`src/rtl/approx_pkg.sv`:
```
// Shared definitions for the approximation controllers: FSM encodings,
// ALU mode codes and fixed-point constant helpers.
package approx_pkg;

  typedef enum logic [1:0] {
    ST_IDLE = 2'd0,
    ST_LOAD = 2'd1,
    ST_NORM = 2'd2,
    ST_DONE = 2'd3
  } state_e;

  // Series-controller ALU modes, kept here so both controllers agree on them.
  typedef enum logic [2:0] {
    ALU_IDLE = 3'd0,
    ADD_ONE  = 3'd1,
    SUB_ONE  = 3'd2,
    ADD_SUB  = 3'd3,
    MULTIPLY = 3'd4
  } alu_mode_e;

  // 0.5 in the fixed-point format
  function automatic longint unsigned half_of(input int frac_w);
    return 64'd1 << (frac_w - 1);
  endfunction

  // 2.0 in the fixed-point format
  function automatic longint unsigned two_of(input int frac_w);
    return 64'd2 << frac_w;
  endfunction

  // Narrowest signed width holding -frac_w .. +(data_w - frac_w)
  function automatic int exp_w_min(input int data_w, input int frac_w);
    int w;
    w = 1;
    while (((1 << (w - 1)) < frac_w) || (((1 << (w - 1)) - 1) < (data_w - frac_w)))
      w++;
    return w;
  endfunction

endpackage

```
`src/rtl/norm_step.sv`:
```
// One normalization step: classifies x against [0.5, 2.0) and produces the
// single-bit shifted candidate in the direction that moves x toward range.
module norm_step
  import approx_pkg::*;
#(
  parameter int DATA_W = 32,
  parameter int FRAC_W = 16
) (
  input  logic [DATA_W-1:0] x,
  output logic              in_range,
  output logic              is_zero,
  output logic              dir,
  output logic [DATA_W-1:0] x_next
);

  localparam logic [DATA_W-1:0] HALF = DATA_W'(half_of(FRAC_W));
  localparam logic [DATA_W-1:0] TWO  = DATA_W'(two_of(FRAC_W));

  // dir=1 means shift right (x too large), dir=0 means shift left.
  assign is_zero  = (x == '0);
  assign dir      = (x >= TWO);
  assign in_range = (x >= HALF) && !dir;
  assign x_next   = dir ? (x >> 1) : (x << 1);

endmodule

```
`src/rtl/range_scaler_ctrl.sv`:
```
// Range-reduction sequencer: shifts x one bit per cycle into [0.5, 2.0) and
// tracks the exponent k so that x_in = x_norm * 2^k.
module range_scaler_ctrl
  import approx_pkg::*;
#(
  parameter int DATA_W = 32,
  parameter int FRAC_W = 16,
  parameter int EXP_W  = 6
) (
  input  logic              clk,
  input  logic              rst_n,
  input  logic              start_i,
  input  logic              abort_i,
  input  logic [DATA_W-1:0] x_i,
  output logic              busy_o,
  output logic              done_o,
  output logic              err_o,
  output logic [DATA_W-1:0] x_o,
  output logic [EXP_W-1:0]  k_o
);

  if (EXP_W < exp_w_min(DATA_W, FRAC_W)) begin : g_exp_w_check
    $error("range_scaler_ctrl: EXP_W too narrow for exponent range");
  end

  state_e                   state, state_nx;
  logic [DATA_W-1:0]        x_r;
  logic signed [EXP_W-1:0]  k_r;
  logic signed [EXP_W-1:0]  k_step;
  logic                     err_r;
  logic                     in_range, is_zero, dir;
  logic [DATA_W-1:0]        x_next;
  logic                     kill;

  norm_step #(
    .DATA_W (DATA_W),
    .FRAC_W (FRAC_W)
  ) u_norm_step (
    .x        (x_r),
    .in_range (in_range),
    .is_zero  (is_zero),
    .dir      (dir),
    .x_next   (x_next)
  );

  // Abort only matters outside IDLE; in IDLE a simultaneous start wins.
  assign kill   = abort_i && (state != ST_IDLE);
  assign busy_o = (state != ST_IDLE);
  assign k_step = dir ? EXP_W'(1) : '1;

  always_comb begin
    // NOTE: every signal gets a default first so no path leaves it unassigned (no latch).
    state_nx = state;
    unique case (state)
      ST_IDLE: if (start_i) state_nx = ST_LOAD;
      ST_LOAD: state_nx = ST_NORM;
      ST_NORM: if (is_zero || in_range) state_nx = ST_DONE;
      ST_DONE: state_nx = ST_IDLE;
      default: state_nx = ST_IDLE;
    endcase
    if (kill) state_nx = ST_IDLE;
  end

  // NOTE: sequential state uses non-blocking assignments so all registers update together.
  always_ff @(posedge clk or negedge rst_n) begin
    if (!rst_n) begin
      state  <= ST_IDLE;
      x_r    <= '0;
      k_r    <= '0;
      err_r  <= 1'b0;
      done_o <= 1'b0;
      err_o  <= 1'b0;
      x_o    <= '0;
      k_o    <= '0;
    end else begin
      state  <= state_nx;
      done_o <= 1'b0;
      if (!kill) begin
        unique case (state)
          ST_IDLE: begin
            if (start_i) begin
              x_r   <= x_i;
              k_r   <= '0;
              err_r <= 1'b0;
              err_o <= 1'b0;
            end
          end
          ST_NORM: begin
            if (is_zero) begin
              err_r <= 1'b1;
              x_r   <= '0;
              k_r   <= '0;
            end else if (!in_range) begin
              x_r <= x_next;
              k_r <= k_r + k_step;
            end
          end
          ST_DONE: begin
            done_o <= 1'b1;
            x_o    <= x_r;
            k_o    <= k_r;
            err_o  <= err_r;
          end
          default: ;
        endcase
      end
    end
  end

endmodule

```
`config.mk`:
```
export PLATFORM = sky130hd
export DESIGN_NAME = range_scaler_ctrl
export DESIGN_NICKNAME = d
export VERILOG_FILES = /design/src/rtl/approx_pkg.sv /design/src/rtl/norm_step.sv /design/src/rtl/range_scaler_ctrl.sv
export SDC_FILE = /design/constraint.sdc
export NUM_CORES = 1
export LEC_CHECK = 0
export ABC_AREA = 0
export BUFFER_PORTS_ARGS = -buffer_cell sky130_fd_sc_hd__clkbuf_2
export CORE_ASPECT_RATIO = 0.7
export CORE_MARGIN = 10
export CORE_UTILIZATION = 30
export CTS_BUF_LIST = sky130_fd_sc_hd__clkbuf_4 sky130_fd_sc_hd__clkbuf_8 sky130_fd_sc_hd__clkbuf_16
export CTS_CLUSTER_SIZE = 8
export DETAILED_ROUTE_END_ITERATION = 8
export HOLD_SLACK_MARGIN = 0.12
export PLACE_DENSITY_LB_ADDON = 0.1
export SKIP_LAST_GASP = 1
export SYNTH_ARGS = -nofsm -noshare
export SYNTH_HDL_FRONTEND = slang
export SYNTH_SLANG_ARGS = --single-unit
```
`constraint.sdc`:
```
create_clock -name clk -period 5.6 [get_ports clk]
set_input_delay 1.12 -clock clk [delete_from_list [all_inputs] [get_ports clk]]
set_output_delay 1.12 -clock clk [all_outputs]
set_load 0.005 [all_outputs]
```
Word-level counts from Yosys, hierarchy flattened. Cells that the tools add are included.

Magnitude comparators: 2. Eq/ne operators: 8. Multiplexer cells: 20. Reduce and logical (&&, ||, !) cells: 14. Bitwise gates (word level): 1. $add $sub $neg: 1.

Operators by type and width (count): $mux 32 (4); $pmux 32 s2 (1); $ge 32x16->1 const B (1); $ge 32x18->1 const B (1); $logic_not 32->1 (1); $mux 6 (4); $pmux 6 s2 (1); $ne 3x3->1 const B (3); $pmux 2 s4 (1); $reduce_and 4->1 (2); $add 6x6->6 (1); $mux 2 (3); $reduce_bool 2->1 (3); $eq 2x2->1 const B (2); $mux 1 (4); $ne 2x2->1 const B (2); $pmux 1 s2 (2); $reduce_and 2->1 (2); $reduce_and 3->1 (1); $eq 2x1->1 const B (1); $logic_and 1x1->1 (2); $logic_not 2->1 (1); $logic_not 1->1 (1); $logic_or 1x1->1 (1); $not 1->1 (1).

Output and inout bits: 41. Register bits after elaboration: 81. Input port bits: 36.

Longest topological paths before layout.
Depth after elaboration: 7. Gate-level depth with buffers: 11.

Hierarchy. From an unflattened synthesis, not the netlist that was laid out.

Cell total of the unflattened synthesis: 350. Area total of the unflattened synthesis: 4022.6 sq um.

By module, submodules not included: range_scaler_ctrl (sequential area each 2026.9 sq um, instances 1, area an instance 3583.4 sq um, cells an instance 300); norm_step (sequential area each 0.0 sq um, instances 1, area an instance 439.2 sq um, cells an instance 50).

Least setup slack after synthesis. No wires, ideal clock.

Path kind: input to register. Start point: input port start_i. End point: register k_r[3]. Stages: 6. Path buffers: 2. Arrival: 2227 ps. Slack: 3247 ps. Path through: nand2b_1 -> nand2_1 -> a311o_1 -> buf_2 -> buf_6 -> a221o_1.

Word-level cells in the longest chain between the ends: 2.

RTL lines: start: declaration (RTL line range_scaler_ctrl.sv:12) `input logic start_i,`; $ne 2x2->1 (no source line); $reduce_and 4->1 (no source line); end signal: assignment (RTL line range_scaler_ctrl.sv:95) `k_r <= k_r + k_step;`; end: declaration (RTL line range_scaler_ctrl.sv:28) `logic signed [EXP_W-1:0] k_r;`.

Every way passes these cells. A chain may end at the register's enable or synchronous reset.

Final worst setup path.
Start point: register x_r[21]. End point: register x_r[11].

Word-level cells in the longest chain between the ends: 5. Elaborated cells between the ends (all ways): 11. Classes of those cells: 2 x order compare; 1 x eq/ne; 4 x mux; 4 x reduce/logical.

RTL lines: start: declaration (RTL line range_scaler_ctrl.sv:27) `logic [DATA_W-1:0] x_r;`; start signal: assignment (RTL line range_scaler_ctrl.sv:82) `x_r <= x_i;`; start signal: assignment (RTL line range_scaler_ctrl.sv:94) `x_r <= x_next;`; $ge 32x18->1 (RTL line norm_step.sv:21) `assign dir = (x >= TWO);`; $mux 32 / $logic_not 1->1 (equally long branches) (RTL line norm_step.sv:23, norm_step.sv:22); $mux 32 / $logic_and 1x1->1 (equally long branches) (RTL line range_scaler_ctrl.sv:93, norm_step.sv:22); $mux 32 / $ne 3x3->1 (equally long branches); $pmux 32 s2 / $reduce_and 4->1 (equally long branches).

Parallel ways exist; a longest one is shown, timed or not. The select of a mux whose other input is x is not followed.

==> run metrics <==
Slew @ Worst Pin 0.9907 ns; Synth area leader dfrtp_1; Data required, critical path 5.82 ns; clk slew on worst S/H paths 0.06 ns; pwr dens 577.7 nW/um^2; most common cell after layout, fill and taps aside dfrtp_1; Die X 156.9 microns; CTS resizes 0; Post-synth ARST share 1.000; Startpoint Class register; sequential-to-total area share from yosys stat 0.5148; fin crit share 0.6007; Clk Latency, worst-skew pair roughly 0.34 ns; # diodes 0; number of port buffers between 70 and 80; r2r setup slk 2.24 ns; Avg Inst Size Synth 10.79 sq um; cts bufs inserted 9; global-route wire length before repair around 17000 microns; clk sinks 81; largest cells by area after synthesis dfrtp_1 51%, mux2_2 11%, nand2_1 5.2%; Static Leak 2.304 nW; starting density of the core 0.3116; total grt overflow 0; YS warnings 0; via count roughly 2900; drt first pass iters 4; overall routing resource usage 0.1173; highest-count cells in the layout ignoring fill and taps 81 x dfrtp_1, 75 x clkbuf_2, 54 x nand2_1; RSZ-0062 raised after global routing false; die height 115.9 microns; clk_skew roughly 0.0053 ns; Most used DFF post-synth dfrtp_1; vias in the first global route 2971; nets@finish 473; Residual DRC 0; pre-CTS setup slack 2.214 ns; Mapped Cells between 300 and 400; GPL Wtd Cong between 0.8 and 0.9; Final Max Slew Viols 0; Final setup viols 0; DPL Wire Length 7259 microns; crit path max fanout 45; CORE AREA about 13000 sq um; Syn-to-layout area delta 19.80%; ANT nets after route 0; die area 18180 sq um; CTS H-tree depth 3; fmax 297.3 MHz; io pins 77; status finished clean; initial antenna violation count 0; CTS Hold Bufs 0; HP Class reg2reg; Post-Syn Nets just over 400; worst setup path class reg2reg; Starting DRT DRC Count roughly 170; Final Worst Setup Slack 2.236 ns; CTS Root Cell clkbuf_16; Crit. End Element register; CTS tree yes; setup tns final 0 ns; min cycle time layout 3.364 ns; crit path DAT between 3 and 4 ns; share of the synthesized area in the top cell type 0.5148; row count 34; layout cell share with drive strength beyond 1 0.3280; fill cell count 1266; Yosys cell types between 40 and 50; Max-Cap Viols 0; drt total wl 10260 microns; Avg Vias per Cell between 4 and 5; Seq cells post-synth 81; Post-synth EDFFs 0; maximum vdd ir drop roughly 0.17 mV; max_slew headroom 0.3372; pin count of the biggest net entering global routing 58; clk buf depth 2; routed wire length per instance 17.15 microns; Post-CTS Setup Inserts 0; cell area after synthesis 3938 sq um; Hold Fails Final Rpt 0
-- logic make-up after synthesis --
family	share of synthesized area
simple gates	0.1474
compound gates	0.1541
flops	0.5148
mux	0.1188
buf+inv	0.04131
fa+ha+maj	0.01907
xor+xnor	0.004449
-- power by group --
group	switching, mW	total, mW	internal [mW]
clock network	0.227	0.598	0.371
registers	0.258	1.10	0.842
logic	0.542	1.03	0.485
-- path summary, 6_finish.rpt --
check / start / to / cells past startpoint
worst max-delay path: x_r[21] / x_r[11] / 7
worst min-delay path: k_o[3] / k_o[3] / 1
worst max register to register: x_r[21] / x_r[11] / 7
worst min register to register: k_o[3] / k_o[3] / 1
max in group asynchronous: rst_n / x_r[14] / 2
min in group asynchronous: rst_n / x_o[26] / 1
-- per-layer routing --
metal | up-vias | GRT usage | part of all wire
met2 | 71 | 0.1531 | 0.39
met1 | 1349 | 0.1742 | 0.54
met5 | - | 0 | 0
met3 | 9 | 0.04258 | 0.063
met4 | 0 | 0.03197 | 0.011
li1 | 1438 | - | -
-- final cells by class --
| class | count | area [sq um] | area share |
|---|---|---|---|
| clock inverters | 3 | 40.04 | 0.008488 |
| multi-input cells | 253 | 1754 | 0.3719 |
| clock buffers | 13 | 261.5 | 0.05544 |
| repair buffers | 79 | 405.4 | 0.08594 |
| flip-flops and latches | 81 | 2027 | 0.4297 |
| inverters | 7 | 26.28 | 0.005570 |
| well taps | 162 | 202.7 | 0.04297 |
-- cells in the mapped netlist, drive strengths merged (2+ instances only) --
cell,n
dfrtp,81
nand2,55
mux2,38
nor2,25
o21ai,20
a21o,18
a21oi,15
a311oi,15
buf,14
nor2b,12
clkbuf,10
inv,7
ha,6
nor4,6
mux2i,4
nand2b,4
a221o,3
nand3,3
nor3,3
a211oi,2
a2bb2oi,2
and2,2
nand4,2
nor3b,2
-- registers in the layout, summed over array words and instances, names as in the netlist --
name,flops
done_o,1
err_o,1
err_r,1
k_o,6
k_r,6
state,2
x_o,32
x_r,32
-- critical path: stages (launching register included) --
cell	delay, ns
dfrtp_1	0.41
nor3_1	0.42
nand4_4	0.43
inv_2	0.48
a311o_2	0.82
buf_4	0.40
a311oi_1	0.08
a21o_1	0.19
-- through the flow --
| stage | utilization | std cells | hold WS (ns) | power [mW] | cell area [sq um] |
|---|---|---|---|---|---|
| floorplan | - | 365 | 0.4899 | 1.812 | 3938 |
| global placement | 0.3495 | 582 | 0.4874 | 2.160 | 4415 |
| global route | 0.3733 | 598 | 0.5197 | 2.956 | 4717 |
| finish | 0.3733 | 598 | 0.5045 | 2.725 | 4717 |
| CTS | 0.3733 | 598 | 0.5076 | 2.772 | 4717 |
| detailed placement | 0.3495 | 582 | 0.4944 | 2.155 | 4415 |
(Power assumes the default switching activity.)
